==> config.mk <==
export PLATFORM = sky130hd
export DESIGN_NAME = cpu_step_ctrl
export DESIGN_NICKNAME = d
export VERILOG_FILES = /design/src/rtl/cpu_step_ctrl.sv
export SDC_FILE = /design/constraint.sdc
export NUM_CORES = 1
export LEC_CHECK = 0
export CORE_ASPECT_RATIO = 0.8
export CORE_UTILIZATION = 54
export CTS_CLUSTER_DIAMETER = 100
export CTS_CLUSTER_SIZE = 24
export DETAILED_ROUTE_END_ITERATION = 6
export GPL_TIMING_DRIVEN = 1
export PLACE_DENSITY = 0.79
export SETUP_SLACK_MARGIN = 0.02
export SYNTH_ARGS = -nofsm -noshare
export SYNTH_HDL_FRONTEND = slang
export SYNTH_SLANG_ARGS = --single-unit
==> constraint.sdc <==
create_clock -name clk -period 2.3 [get_ports clk]
set_input_delay 0.69 -clock clk [delete_from_list [all_inputs] [get_ports clk]]
set_output_delay 0.69 -clock clk [all_outputs]
set_load 0.05 [all_outputs]
==> src/rtl/cpu_step_ctrl.sv <==
// rtl/cpu_step_ctrl.sv - pushbutton-driven load/start/complete sequencer for the cpu
module cpu_step_ctrl #(
    parameter int DEBOUNCE = 50000,
    parameter int TIMEOUT  = 1024,
    parameter int CNT_W    = 16
) (
    input  logic             clk,
    input  logic             reset,
    input  logic             go_raw,
    input  logic             abort,
    input  logic             cpu_w,
    output logic             cpu_load,
    output logic             cpu_s,
    output logic             busy,
    output logic             done,
    output logic             err,
    output logic [CNT_W-1:0] instr_count
);

    localparam int DB_W = (DEBOUNCE > 1) ? $clog2(DEBOUNCE) : 1;
    localparam int TO_W = (TIMEOUT > 1) ? $clog2(TIMEOUT) : 1;

    // Terminal counts: the counters run 0..N-1, so reaching N-1 means N cycles seen
    localparam logic [DB_W-1:0] DB_LAST = DB_W'(DEBOUNCE - 1);
    localparam logic [TO_W-1:0] TO_LAST = TO_W'(TIMEOUT - 1);

    localparam logic [2:0] S_IDLE    = 3'd0;
    localparam logic [2:0] S_LOAD    = 3'd1;
    localparam logic [2:0] S_START   = 3'd2;
    localparam logic [2:0] S_WAIT_LO = 3'd3;
    localparam logic [2:0] S_WAIT_HI = 3'd4;
    localparam logic [2:0] S_DONE    = 3'd5;
    localparam logic [2:0] S_ERR     = 3'd6;

    logic            sync1;
    logic            sync2;
    logic            deb_level;
    logic            deb_prev;
    logic [DB_W-1:0] deb_cnt;
    logic            press;
    logic [2:0]      state;
    logic [2:0]      state_nx;
    logic [TO_W-1:0] tcnt;

    // Two-flop synchroniser for the asynchronous button level
    always_ff @(posedge clk or negedge reset) begin
        if (!reset) begin
            sync1 <= 1'b0;
            sync2 <= 1'b0;
        end else begin
            sync1 <= go_raw;
            sync2 <= sync1;
        end
    end

    // Debounce: accept a new level only after DEBOUNCE consecutive matching samples
    always_ff @(posedge clk or negedge reset) begin
        if (!reset) begin
            deb_level <= 1'b0;
            deb_prev  <= 1'b0;
            deb_cnt   <= '0;
        end else begin
            deb_prev <= deb_level;
            if (sync2 == deb_level) begin
                deb_cnt <= '0;
            end else if (deb_cnt == DB_LAST) begin
                deb_level <= sync2;
                deb_cnt   <= '0;
            end else begin
                deb_cnt <= deb_cnt + DB_W'(1);
            end
        end
    end

    // One command per debounced rising edge; holding the button never repeats
    assign press = deb_level & ~deb_prev;

    // Next-state decode; abort overrides every other transition
    always_comb begin
        state_nx = state;
        case (state)
            S_IDLE:    if (press) state_nx = S_LOAD;
            S_LOAD:    state_nx = S_START;
            S_START:   state_nx = S_WAIT_LO;
            S_WAIT_LO: begin
                if (!cpu_w)               state_nx = S_WAIT_HI;
                else if (tcnt == TO_LAST) state_nx = S_ERR;
            end
            S_WAIT_HI: begin
                if (cpu_w)                state_nx = S_DONE;
                else if (tcnt == TO_LAST) state_nx = S_ERR;
            end
            S_DONE:    state_nx = S_IDLE;
            S_ERR:     state_nx = S_ERR;
            default:   state_nx = S_IDLE;
        endcase
        if (abort) state_nx = S_IDLE;
    end

    // State register
    always_ff @(posedge clk or negedge reset) begin
        if (!reset) state <= S_IDLE;
        else        state <= state_nx;
    end

    // Per-state dwell counter, restarted on every state change
    always_ff @(posedge clk or negedge reset) begin
        if (!reset) begin
            tcnt <= '0;
        end else if (state_nx != state) begin
            tcnt <= '0;
        end else if (state == S_WAIT_LO || state == S_WAIT_HI) begin
            tcnt <= tcnt + TO_W'(1);
        end
    end

    // Completed-instruction counter, bumped together with the done pulse
    always_ff @(posedge clk or negedge reset) begin
        if (!reset) begin
            instr_count <= '0;
        end else if (state != S_DONE && state_nx == S_DONE) begin
            instr_count <= instr_count + CNT_W'(1);
        end
    end

    // Registered outputs decoded from the upcoming state so they align with it
    always_ff @(posedge clk or negedge reset) begin
        if (!reset) begin
            cpu_load <= 1'b0;
            cpu_s    <= 1'b0;
            busy     <= 1'b0;
            done     <= 1'b0;
            err      <= 1'b0;
        end else begin
            cpu_load <= (state_nx == S_LOAD);
            cpu_s    <= (state_nx == S_START);
            busy     <= (state_nx != S_IDLE);
            done     <= (state_nx == S_DONE);
            err      <= (state_nx == S_ERR);
        end
    end

endmodule

; Word level (Yosys, flattened, before mapping)
; Index checks and enable logic that the tools add are counted.
[totals]
in_bits = 5
register_bits = 54
elab_cells = 49
[classes]
n_mux = 10
bitwise_logic = 3
addsub = 3
n_reduce_logical = 6
n_eq_ne = 14
[ops]
columns = cell, count
row1 = adder 16 x 1 -> 16 bit (second input constant), 2
row2 = 2-to-1 mux 16 bit, 2
row3 = 2-to-1 mux 10 bit, 2
row4 = case mux 3 bit (6 select lines), 1
row5 = == test 16 bit (second input constant), 1
row6 = 2-to-1 mux 3 bit, 5
row7 = == test 3 bit (second input constant), 4
row8 = adder 10 x 1 -> 10 bit (second input constant), 1
row9 = == test 10 bit (second input constant), 1
row10 = == test 3 x 2 -> 1 bit (second input constant), 3
row11 = == test 3 x 1 -> 1 bit (second input constant), 2
row12 = zero test 3 bit, 1
row13 = != test 3 bit, 1
row14 = != test 3 bit (second input constant), 1
row15 = nonzero test 3 bit, 1
row16 = inverter 1 bit, 2
row17 = AND reduction 2 bit, 1
row18 = nonzero test 2 bit, 1
row19 = bitwise AND 1 bit, 1
row20 = == test 1 bit, 1
row21 = logical AND 1 bit, 1
row22 = logical OR 1 bit, 1

; Depth between registers and ports, before layout
[logic_depth]
ltp_word = 7
depth_mapped = 7
depth_no_buf = 6

; Least setup slack after synthesis
; OpenSTA, ideal clock, no wires.
[synth_timing]
kind = input-to-reg
from = in cpu_w
to = reg instr_count[1]
t_arrival_ns = 1.961
path_buffers = 1
slack_ns = 0.214
setup_ns = 0.125
required_time_ns = 2.175
stages = 6
path_cell_list = buf_4 > nand2b_4 > a221oi_4 > a32oi_4 > nor3_2 > mux2_4
[synth_via]
elab_chain_cells = 5
word_cells_on_any_way = 6
[synth_lines]
columns = element, line_no
row1 = from (decl), 11  ; input logic cpu_w,
row2 = 2-to-1 mux 3 bit (on tied branches), "90, 86"
row3 = case mux 3 bit (6 select lines) *, 81  ; case (state)
row4 = 2-to-1 mux 3 bit *, 97  ; if (abort) state_nx = S_IDLE;
row5 = == test 3 bit *, 121  ; end else if (state != S_DONE && state_nx == S_DONE) begin
row6 = logical AND 1 bit *, 121
row7 = to (signal assigned), 122  ; instr_count <= instr_count + CNT_W'(1);
row8 = to (decl), 17  ; output logic [CNT_W-1:0] instr_count
; Mark *: on every way between the ends. The rest lies on a longest branch, timed or not.
; A chain may end at the register's enable or synchronous reset.

; Final worst setup path
[layout_timing]
from = in cpu_w
to = reg instr_count[8]
; The elaborated chain is that of the path after synthesis.

==> metrics.cfg <==
[final_layout]
fillers = 367
antenna_cells = 0
nNetsFinal = 314
final_core_util = 0.685
areaGrowthSynthToFinish_pct = 21.9
drive_above_1_share = 0.192

[floorplan]
core_sq_um = 5040
dieArea_sq_um = 5540
start_util = 0.562
die_w_microns = 82.9
num_io_pins = 26
num_rows = 23
dieHeight_microns = 66.8

[hold_path]
hold_path_class = in -> async

[power_and_ir_drop]
vdd_drop_max_mv = 0.453
power_density_nw_per_um2 = 507
power_mw = 1.75
p_leak_nw = 1.66

[sta]
tightest_slew_ps = 702
final.setup_skew_ps = 8.07
fin_crit_ps = 2250
timing.final.ws_setup_ps = 47.0
fmax_mhz = 444
hold_viol = 0
fin_crit_sh = 0.980
drv_slew = 0
hold_slack_ps = 364
setup_viol = 0
timing.slew.headroom = 0.528

[cts]
h-tree-depth = 2
clk_pin_slew_ps = 90
insertion_delay_ps = 310
cts_buffers = 5
cts_tree = done
clock-root-buffer = clkbuf_8
clockBufferDepth = 2
numClockSinks = 54

[synth]
synth_top_flop_cell = dfrtp_1
netlist_instances = 264
avgSynthCellArea_sq_um = 10.7
synth_seq_cells = 54
synth_area_sq_um = 2830
synth_async_sr_flop_share = 1.00
synth_top_area_cell = dfrtp_1
ys_top_cells_by_area = dfrtp_1, xor2_1, xnor2_1, nor2_1, nor4_2
ys_seq_area_frac = 0.477
synthMostInstantiatedCell = dfrtp_1
synth_edf_count = 0
yosysWarnings = 0
synth_common_cells = dfrtp_1, nor2_1, xor2_1
synth_cell_types = 49
synth_top_area_frac = 0.477
syn_nets = 272

[global_routing]
gr-max-usage-layer = met2
gr-total-overflow = 0
grt_util_met1 = 0.284
grt_use_met2 = 0.325
antenna_found_initial = 0
grt_pass1_vias = 1944
grt_max_degree = 55
grt_pass1_wl_microns = 9000
use_met3 = 0.0458
gr-usage-all-layers = 0.205

[worst_setup_path]
crit_family = buffers and inverters
crit_type = in -> reg
worstPathMaxFanout = 12
cpPeakStageDelay_ps = 480
path_buf_inv = 3
arrival_ps = 2490
required_ps = 2530
critPathSlowestCell = clkdlybuf4s50_1
crit_path_start_kind = primary input
crit_chain = clkdlybuf4s50_1 > buf_4 > a31oi_4 > o31ai_4 > buf_12 > nor4b_1 > xor2_1
crit_path_end_kind = flip-flop

[routing]
drt-initial-drc-count = 130
remaining_drc_errors = 0
firstDrtPassIters = 4
vias_per_cell = 5.60
ant_nets = 0
wl_per_cell_microns = 15.6
wirelength_microns = 5760
vias = 2065

[placement]
dp_hpwl_microns = 3670
place.gp.congestion = 0.818
io_buffers = 25
post-place-ws_ps = -286

[flow_run]
maxCapViolations = 0

[status]
status = complete, no violations

-- power breakdown --
part / total [mW] / switching, mW / leakage, nW / internal, mW
clock: 0.637 / 0.313 / 0.0504 / 0.324
sequential: 0.979 / 0.0156 / 0.737 / 0.964
combinational: 0.132 / 0.0863 / 0.875 / 0.0458
-- placed cells by master (no fill, tap or decap), types with 2 or more instances in the layout --
master           count
dfrtp_1             54
and3_1               7
clkinvlp_4           2
ha_1                 3
clkdlybuf4s50_1     15
a21oi_1              3
clkbuf_8             5
nand3_1             18
xnor2_1             16
nor3_1               6
and4_1               3
nand4_1              7
buf_12               2
nor4_2               7
nor4b_1              2
buf_4               18
nand2_1             16
nand2b_1             3
inv_1               13
dlymetal6s2s_1       8
nor2_1              35
mux2_2               2
xor2_1              24
nor4_1               3
nor4_4               3
a211oi_2             2
-- metrics by stage --
step / area, sq um / cells / setup TNS, ps
floorplan: 2830 / 264 / 0
global placement: 3230 / 357 / -3510
detailed placement: 3230 / 357 / -5220
CTS: 3340 / 365 / 0
global route: 3450 / 369 / -39.6
finish: 3450 / 369 / 0
-- timing repair --
| action | CTS | global route |
|---|---|---|
| buffers inserted | 0 | 3 |
| resized for setup | 0 | 15 |
| hold buffers | 0 | 0 |
| setup endpoints to repair | 0 | 19 |
-- kinds of logic (layout without fill, tap and decap cells) --
group                    count (synthesis)  after routing  share of synthesized area
adder cells (fa/ha/maj)                  3              3                     0.0133
AO/OA/AOI/OAI                           19             20                     0.0712
buffers and inverters                   24             66                     0.0433
XOR/XNOR                                40             40                      0.124
multiplexers                             3              3                     0.0133
AND/OR/NAND/NOR                        121            121                      0.258
flip-flops                              54             54                      0.477
-- registers in the layout, summed over array words and instances (netlist names), 3 cells and up --
| signal | flops |
|---|---|
| deb_cnt | 16 |
| instr_count | 16 |
| state | 3 |
| tcnt | 10 |
-- cell type report --
class	count	area (sq um)	area share
Inverter	13	48.8	0.0141
Tap cell	62	77.6	0.0225
Multi-Input combinational cell	187	1420	0.411
Clock buffer	5	68.8	0.0199
Timing Repair Buffer	45	442	0.128
Sequential cell	54	1350	0.392
Clock inverter	3	45.0	0.0131
-- path summary, 6_finish.rpt --
check,endpoint,depth (start not counted),slack [ps],start
setup / recovery,instr_count[8]$_DFFE_PN0P_,7,50,cpu_w
hold / removal,tcnt[3]$_DFFE_PN0P_,2,360,reset
setup reg to reg,instr_count[7]$_DFFE_PN0P_,6,120,state[0]$_DFF_PN0_
hold reg to reg,sync2$_DFF_PN0_,0,370,sync1$_DFF_PN0_
max in group asynchronous,state[0]$_DFF_PN0_,2,1700,reset
min in group clk,sync2$_DFF_PN0_,0,370,sync1$_DFF_PN0_
-- per-layer routing --
layer,vias to the layer above,routed length (microns)
met4,0,136
met2,46,2640
li1,992,-
met3,15,200
met5,-,0
met1,1012,2780
(Power assumes the default switching activity.)
